<file path="src/rtl/reg_pkg.sv">
// Shared definitions for field-based registers on the register-bank bus:
// default data width, field access types and the select/read/write decode.
package reg_pkg;

  localparam int REG_WIDTH_DEF = 32;

  // Field access types used by the register bank.
  typedef enum logic [1:0] {
    ACC_RO  = 2'd0,
    ACC_W1C = 2'd1,
    ACC_RC  = 2'd2
  } access_e;

  // Encoding of reg_wr_rd on the bus.
  localparam logic BUS_WRITE = 1'b1;
  localparam logic BUS_READ  = 1'b0;

  function automatic logic strobe_write(input logic sel, input logic wr_rd);
    return sel & (wr_rd == BUS_WRITE);
  endfunction

  function automatic logic strobe_read(input logic sel, input logic wr_rd);
    return sel & (wr_rd == BUS_READ);
  endfunction

endpackage

</file>
<file path="src/rtl/reg_register_evt_status_field_w1c_evt.sv">
// Single sticky event bit: rising-edge detect on evt, set has priority over
// clear. ACCESS = ACC_RC additionally clears the bit on a register read.
module field_w1c_evt
  import reg_pkg::*;
#(
  parameter access_e ACCESS = ACC_W1C
) (
  input  logic clk,
  input  logic rst_n,
  input  logic evt,
  input  logic wr_clr,
  input  logic rd_clr,
  output logic status
);

  logic evt_q;
  logic rise;
  logic clr;

  assign rise = evt & ~evt_q;
  assign clr  = wr_clr | ((ACCESS == ACC_RC) ? rd_clr : 1'b0);

  // Edge-detect history and sticky status; a coincident set wins over clear
  // so an event can never be lost.
  always_ff @(posedge clk or negedge rst_n) begin
    if (!rst_n) begin
      evt_q  <= 1'b0;
      status <= 1'b0;
    end else begin
      evt_q <= evt;
      if (rise) begin
        status <= 1'b1;
      end else if (clr) begin
        status <= 1'b0;
      end
    end
  end

endmodule

</file>
<file path="src/rtl/reg_register_evt_status.sv">
// Event/status register: per-bit sticky (W1C) events or live read-only
// levels, masked registered interrupt and one-cycle read/write strobes.
// Optional macro REG_STATUS_RC_EN: sticky bits also clear on read.
module reg_register_evt_status
  import reg_pkg::*;
#(
  parameter int                 REG_WIDTH    = REG_WIDTH_DEF,
  parameter int                 EVT_NUM      = 8,
  parameter logic [EVT_NUM-1:0] STICKY_MASK  = {EVT_NUM{1'b1}},
  parameter logic [EVT_NUM-1:0] IRQ_MASK_RST = {EVT_NUM{1'b0}}
) (
  input  logic                 clk,
  input  logic                 rst_n,
  input  logic [EVT_NUM-1:0]   evt_in,
  input  logic                 irq_en_wr,
  input  logic [EVT_NUM-1:0]   irq_en_data,
  input  logic                 reg_wr_sel,
  input  logic                 reg_wr_rd,
  input  logic [REG_WIDTH-1:0] reg_wr_data,
  output logic [REG_WIDTH-1:0] reg_rd_out,
  output logic                 status_rd,
  output logic                 status_wr,
  output logic                 irq
);

`ifdef REG_STATUS_RC_EN
  localparam access_e STICKY_ACCESS = ACC_RC;
`else
  localparam access_e STICKY_ACCESS = ACC_W1C;
`endif

  logic               reg_write;
  logic               reg_read;
  logic [EVT_NUM-1:0] sticky;
  logic [EVT_NUM-1:0] irq_mask;
  logic [EVT_NUM-1:0] rd_bits;
  logic               unused_wr_data;

  assign reg_write = strobe_write(reg_wr_sel, reg_wr_rd);
  assign reg_read  = strobe_read(reg_wr_sel, reg_wr_rd);

  // Only the sticky positions consume write data; the rest is don't-care.
  assign unused_wr_data = ^reg_wr_data;

  for (genvar i = 0; i < EVT_NUM; i++) begin : g_bit
    if (STICKY_MASK[i]) begin : g_sticky
      field_w1c_evt #(
        .ACCESS (STICKY_ACCESS)
      ) u_field (
        .clk    (clk),
        .rst_n  (rst_n),
        .evt    (evt_in[i]),
        .wr_clr (reg_write & reg_wr_data[i]),
        .rd_clr (reg_read),
        .status (sticky[i])
      );
    end else begin : g_live
      // Live level: no storage, read straight from evt_in.
      assign sticky[i] = 1'b0;
    end
  end

  assign rd_bits = (sticky & STICKY_MASK) | (evt_in & ~STICKY_MASK);

  // Read data is independent of select; upper bits read as zero.
  always_comb begin
    reg_rd_out              = '0;
    reg_rd_out[EVT_NUM-1:0] = rd_bits;
  end

  // Interrupt-enable mask register.
  always_ff @(posedge clk or negedge rst_n) begin
    if (!rst_n) begin
      irq_mask <= IRQ_MASK_RST;
    end else if (irq_en_wr) begin
      irq_mask <= irq_en_data;
    end
  end

  // Registered strobes and interrupt.
  always_ff @(posedge clk or negedge rst_n) begin
    if (!rst_n) begin
      status_rd <= 1'b0;
      status_wr <= 1'b0;
      irq       <= 1'b0;
    end else begin
      status_rd <= reg_read;
      status_wr <= reg_write;
      irq       <= |(sticky & STICKY_MASK & irq_mask);
    end
  end

endmodule

</file>
<file path="config.mk">
export PLATFORM = sky130hd
export DESIGN_NAME = reg_register_evt_status
export DESIGN_NICKNAME = d
export VERILOG_FILES = /design/src/rtl/reg_pkg.sv /design/src/rtl/reg_register_evt_status_field_w1c_evt.sv /design/src/rtl/reg_register_evt_status.sv
export SDC_FILE = /design/constraint.sdc
export NUM_CORES = 1
export LEC_CHECK = 0
export CORE_MARGIN = 2
export CORE_UTILIZATION = 36
export CTS_BUF_LIST = sky130_fd_sc_hd__clkbuf_2 sky130_fd_sc_hd__clkbuf_4 sky130_fd_sc_hd__clkbuf_8
export DETAILED_ROUTE_END_ITERATION = 8
export PLACE_DENSITY = 0.91
export SKIP_CTS_REPAIR_TIMING = 1
export SLEW_MARGIN = 20
export SYNTH_ARGS = -nofsm -noshare
export SYNTH_HDL_FRONTEND = slang
export SYNTH_SLANG_ARGS = --single-unit
</file>
<file path="constraint.sdc">
create_clock -name clk -period 1 [get_ports clk]
set_clock_uncertainty 0.15 [all_clocks]
set_input_delay 0.25 -clock clk [delete_from_list [all_inputs] [get_ports clk]]
set_output_delay 0.25 -clock clk [all_outputs]
set_load 0.03 [all_outputs]
</file>
==> impl_metrics.tcl <==
set metrics [dict create \
    switchingPower_uw 734 \
    grt_busiest_layer "met2" \
    fin_nets 203 \
    seqPwrFrac_pct 51.7 \
    holdPathStages 3 \
    ir_drop_v 0.000866 \
    path_delay_family "flip-flops" \
    synth_cells 102 \
    antenna_found_initial 0 \
    num_vias 789 \
    r2r_slack_ns -0.09 \
    synth_seq_cells 27 \
    rsz0062_at_grt "yes" \
    netlist_area_um2 1250 \
    gr-total-overflow 0 \
    setup_viol 13 \
    p_clk_share_pct 19.3 \
    hold_viol_final 0 \
    cts_sinks 27 \
    drtIter0Drc 37 \
    numCtsBuffers 3 \
    layout_setup_ws_ns -0.332 \
    grtUsageMet1_pct 16.0 \
    syn-mean-instance-area_um2 12.3 \
    cts_buffer_depth 2 \
    synth_top_family_by_area "buffers and inverters" \
    synth-simple-area-share_pct 4.69 \
    end_kind "primary output" \
    critPathSlowestCell "dfrtp_1" \
    path_cells "buf_4" \
    crit_arrival_ns 0.93 \
    drive_above_1_share_pct 28.2 \
    drcViolationCount 0 \
    slowest_delay_ns 0.43 \
    clk_pin_slew_ns 0.14 \
    min_period_over_period_pct 133 \
    cts_tree "yes" \
    io_buffers 39 \
    ys_types 12 \
    grt_use_met3_pct 3.60 \
    critPathLaunchType "flop" \
    start_util_pct 37.6 \
    routed_wl_um 2390 \
    layout_commonest_cell "dfrtp_1" \
    wl_per_cell_um 12.2 \
    maxCapViolCount 0 \
    viasPerCell 4.05 \
    crit_type "flop to primary output" \
    mostFrequentLayoutCells "dfrtp_1 (27), clkdlybuf4s50_1 (25), conb_1 (24), buf_6 (16), buf_4 (10)" \
    gp_congestion 0.723 \
    required_ns 0.60 \
    synth_xor_area_share_pct 0 \
    leakagePower_uw 0.000867 \
    crit_fanout 3 \
    first_pass_iters 4 \
    fp.dieH_um 63.0 \
    fmax_ghz 0.751 \
    violations "setup timing" \
    dp.cells 183 \
    path_buf_inv 1 \
    instances_no_fill 195 \
    seq_area_frac_synth_pct 53.8 \
    status "complete, but fails checks" \
    p_int_uw 1690 \
    die_area_um2 3970 \
    synth.mux.area_fraction_pct 9.57 \
    n_antenna_cell 0 \
    grt_pass1_vias 828 \
    clk_latency_ns 0.32 \
    fin_util_pct 52.1 \
    grt_max_degree 28 \
    area_delta_synth_final_pct 38.5 \
    grt.total_usage_pct 12.8 \
    yosysWarnings 0 \
    grt_first_pass_wirelength_um 3950 \
    core_um2 3340 \
    htree_levels 1 \
    combPwrFrac_pct 29.0 \
    synthAdderAreaFrac_pct 0 \
    maxSlewViolCount 0 \
    postRouteAntennaNets 0 \
    synth_compound_area_share_pct 7.98 \
    clk_root_buffer_cell "clkbuf_4" \
    fin_crit_ns 1.33 \
    holdCritPathClass "primary input to flop" \
    top_level_ports 88 \
    die_width_um 63.0 \
    hpwl_um 1850 \
    worst-path-stages 1 \
    ff2ff_path_depth 3 \
    num_rows 21 \
    grtUsageMet2_pct 21.7 \
    switching_share_pct 30.3 \
    p_per_area_nw_per_um2 1390 \
]
## through the flow
step	total power, µW	setup WS (ns)	hold WS (ns)	cell area (µm²)	setup TNS, ns
2_1_floorplan	1720	0.0579	-0.196	1340	0
3_3_place_gp	1860	-0.463	0.352	1570	-7.44
3_5_place_dp	1870	-0.473	0.349	1570	-7.51
4_1_cts	2330	-0.363	0.115	1600	-5.07
5_1_grt	2550	-0.373	0.106	1740	-3.91
6_report	2420	-0.332	0.0955	1740	-3.36
## path summary, 6_finish.rpt
kind | to | start
max in group asynchronous | g_bit[3].g_sticky.u_field.status | rst_n
max reg2reg | irq | g_bit[5].g_sticky.u_field.status
min | status_rd | reg_wr_rd
min reg2reg | irq | irq_mask[1]
min in group asynchronous | g_bit[4].g_sticky.u_field.status | rst_n
max | reg_rd_out[2] | g_bit[2].g_sticky.u_field.status
## power groups by stage
| stage | registers (µW) | clock network [µW] | logic [µW] |
|---|---|---|---|
| finish | 1250 | 468 | 703 |
| CTS | 1250 | 480 | 603 |
| detailed placement | 1270 | 0 | 600 |
| floorplan | 1260 | 0 | 465 |
| global placement | 1270 | 0 | 589 |
| global route | 1260 | 533 | 752 |
## logic make-up after synthesis
kind of cell	after synthesis
multiplexers	8
flip-flops	27
AND/OR/NAND/NOR	11
AO/OA/AOI/OAI	12
buffers and inverters	43
other	1
## routing by layer
metal,share of wire [%],vias to the layer above
li1,-,374
met1,43,380
met2,50,33
met3,5.6,2
met4,1.1,0
met5,0,-
## cell usage after synthesis
master   instances  share of area [%]
nand3_1          8                3.2
and2_1           1               0.50
mux2_4           8                9.6
a22o_1           8                5.6
buf_4           34                 20
conb_1           1               0.30
a22oi_1          4                2.4
nand4_1          1               0.50
dfrtp_1         27                 54
inv_1            8                2.4
buf_6            1               0.90
nor2b_1          1               0.50
## area by class of cell
class / count / area (µm²)
Timing Repair Buffer: 55 / 563
Clock inverter: 1 / 5.00
Tap cell: 46 / 57.6
Clock buffer: 3 / 22.5
Sequential cell: 27 / 676
Fill cell: 314 / 1600
Inverter: 8 / 30.0
Multi-Input combinational cell: 55 / 384
## flip-flops by register name (all words and copies together) (netlist names)
signal                         flops
irq                                1
status_rd                          1
irq_mask                           8
status_wr                          1
g_bit.g_sticky.u_field.evt_q       8
g_bit.g_sticky.u_field.status      8
No activity file was read; power rests on OpenSTA's default activity.
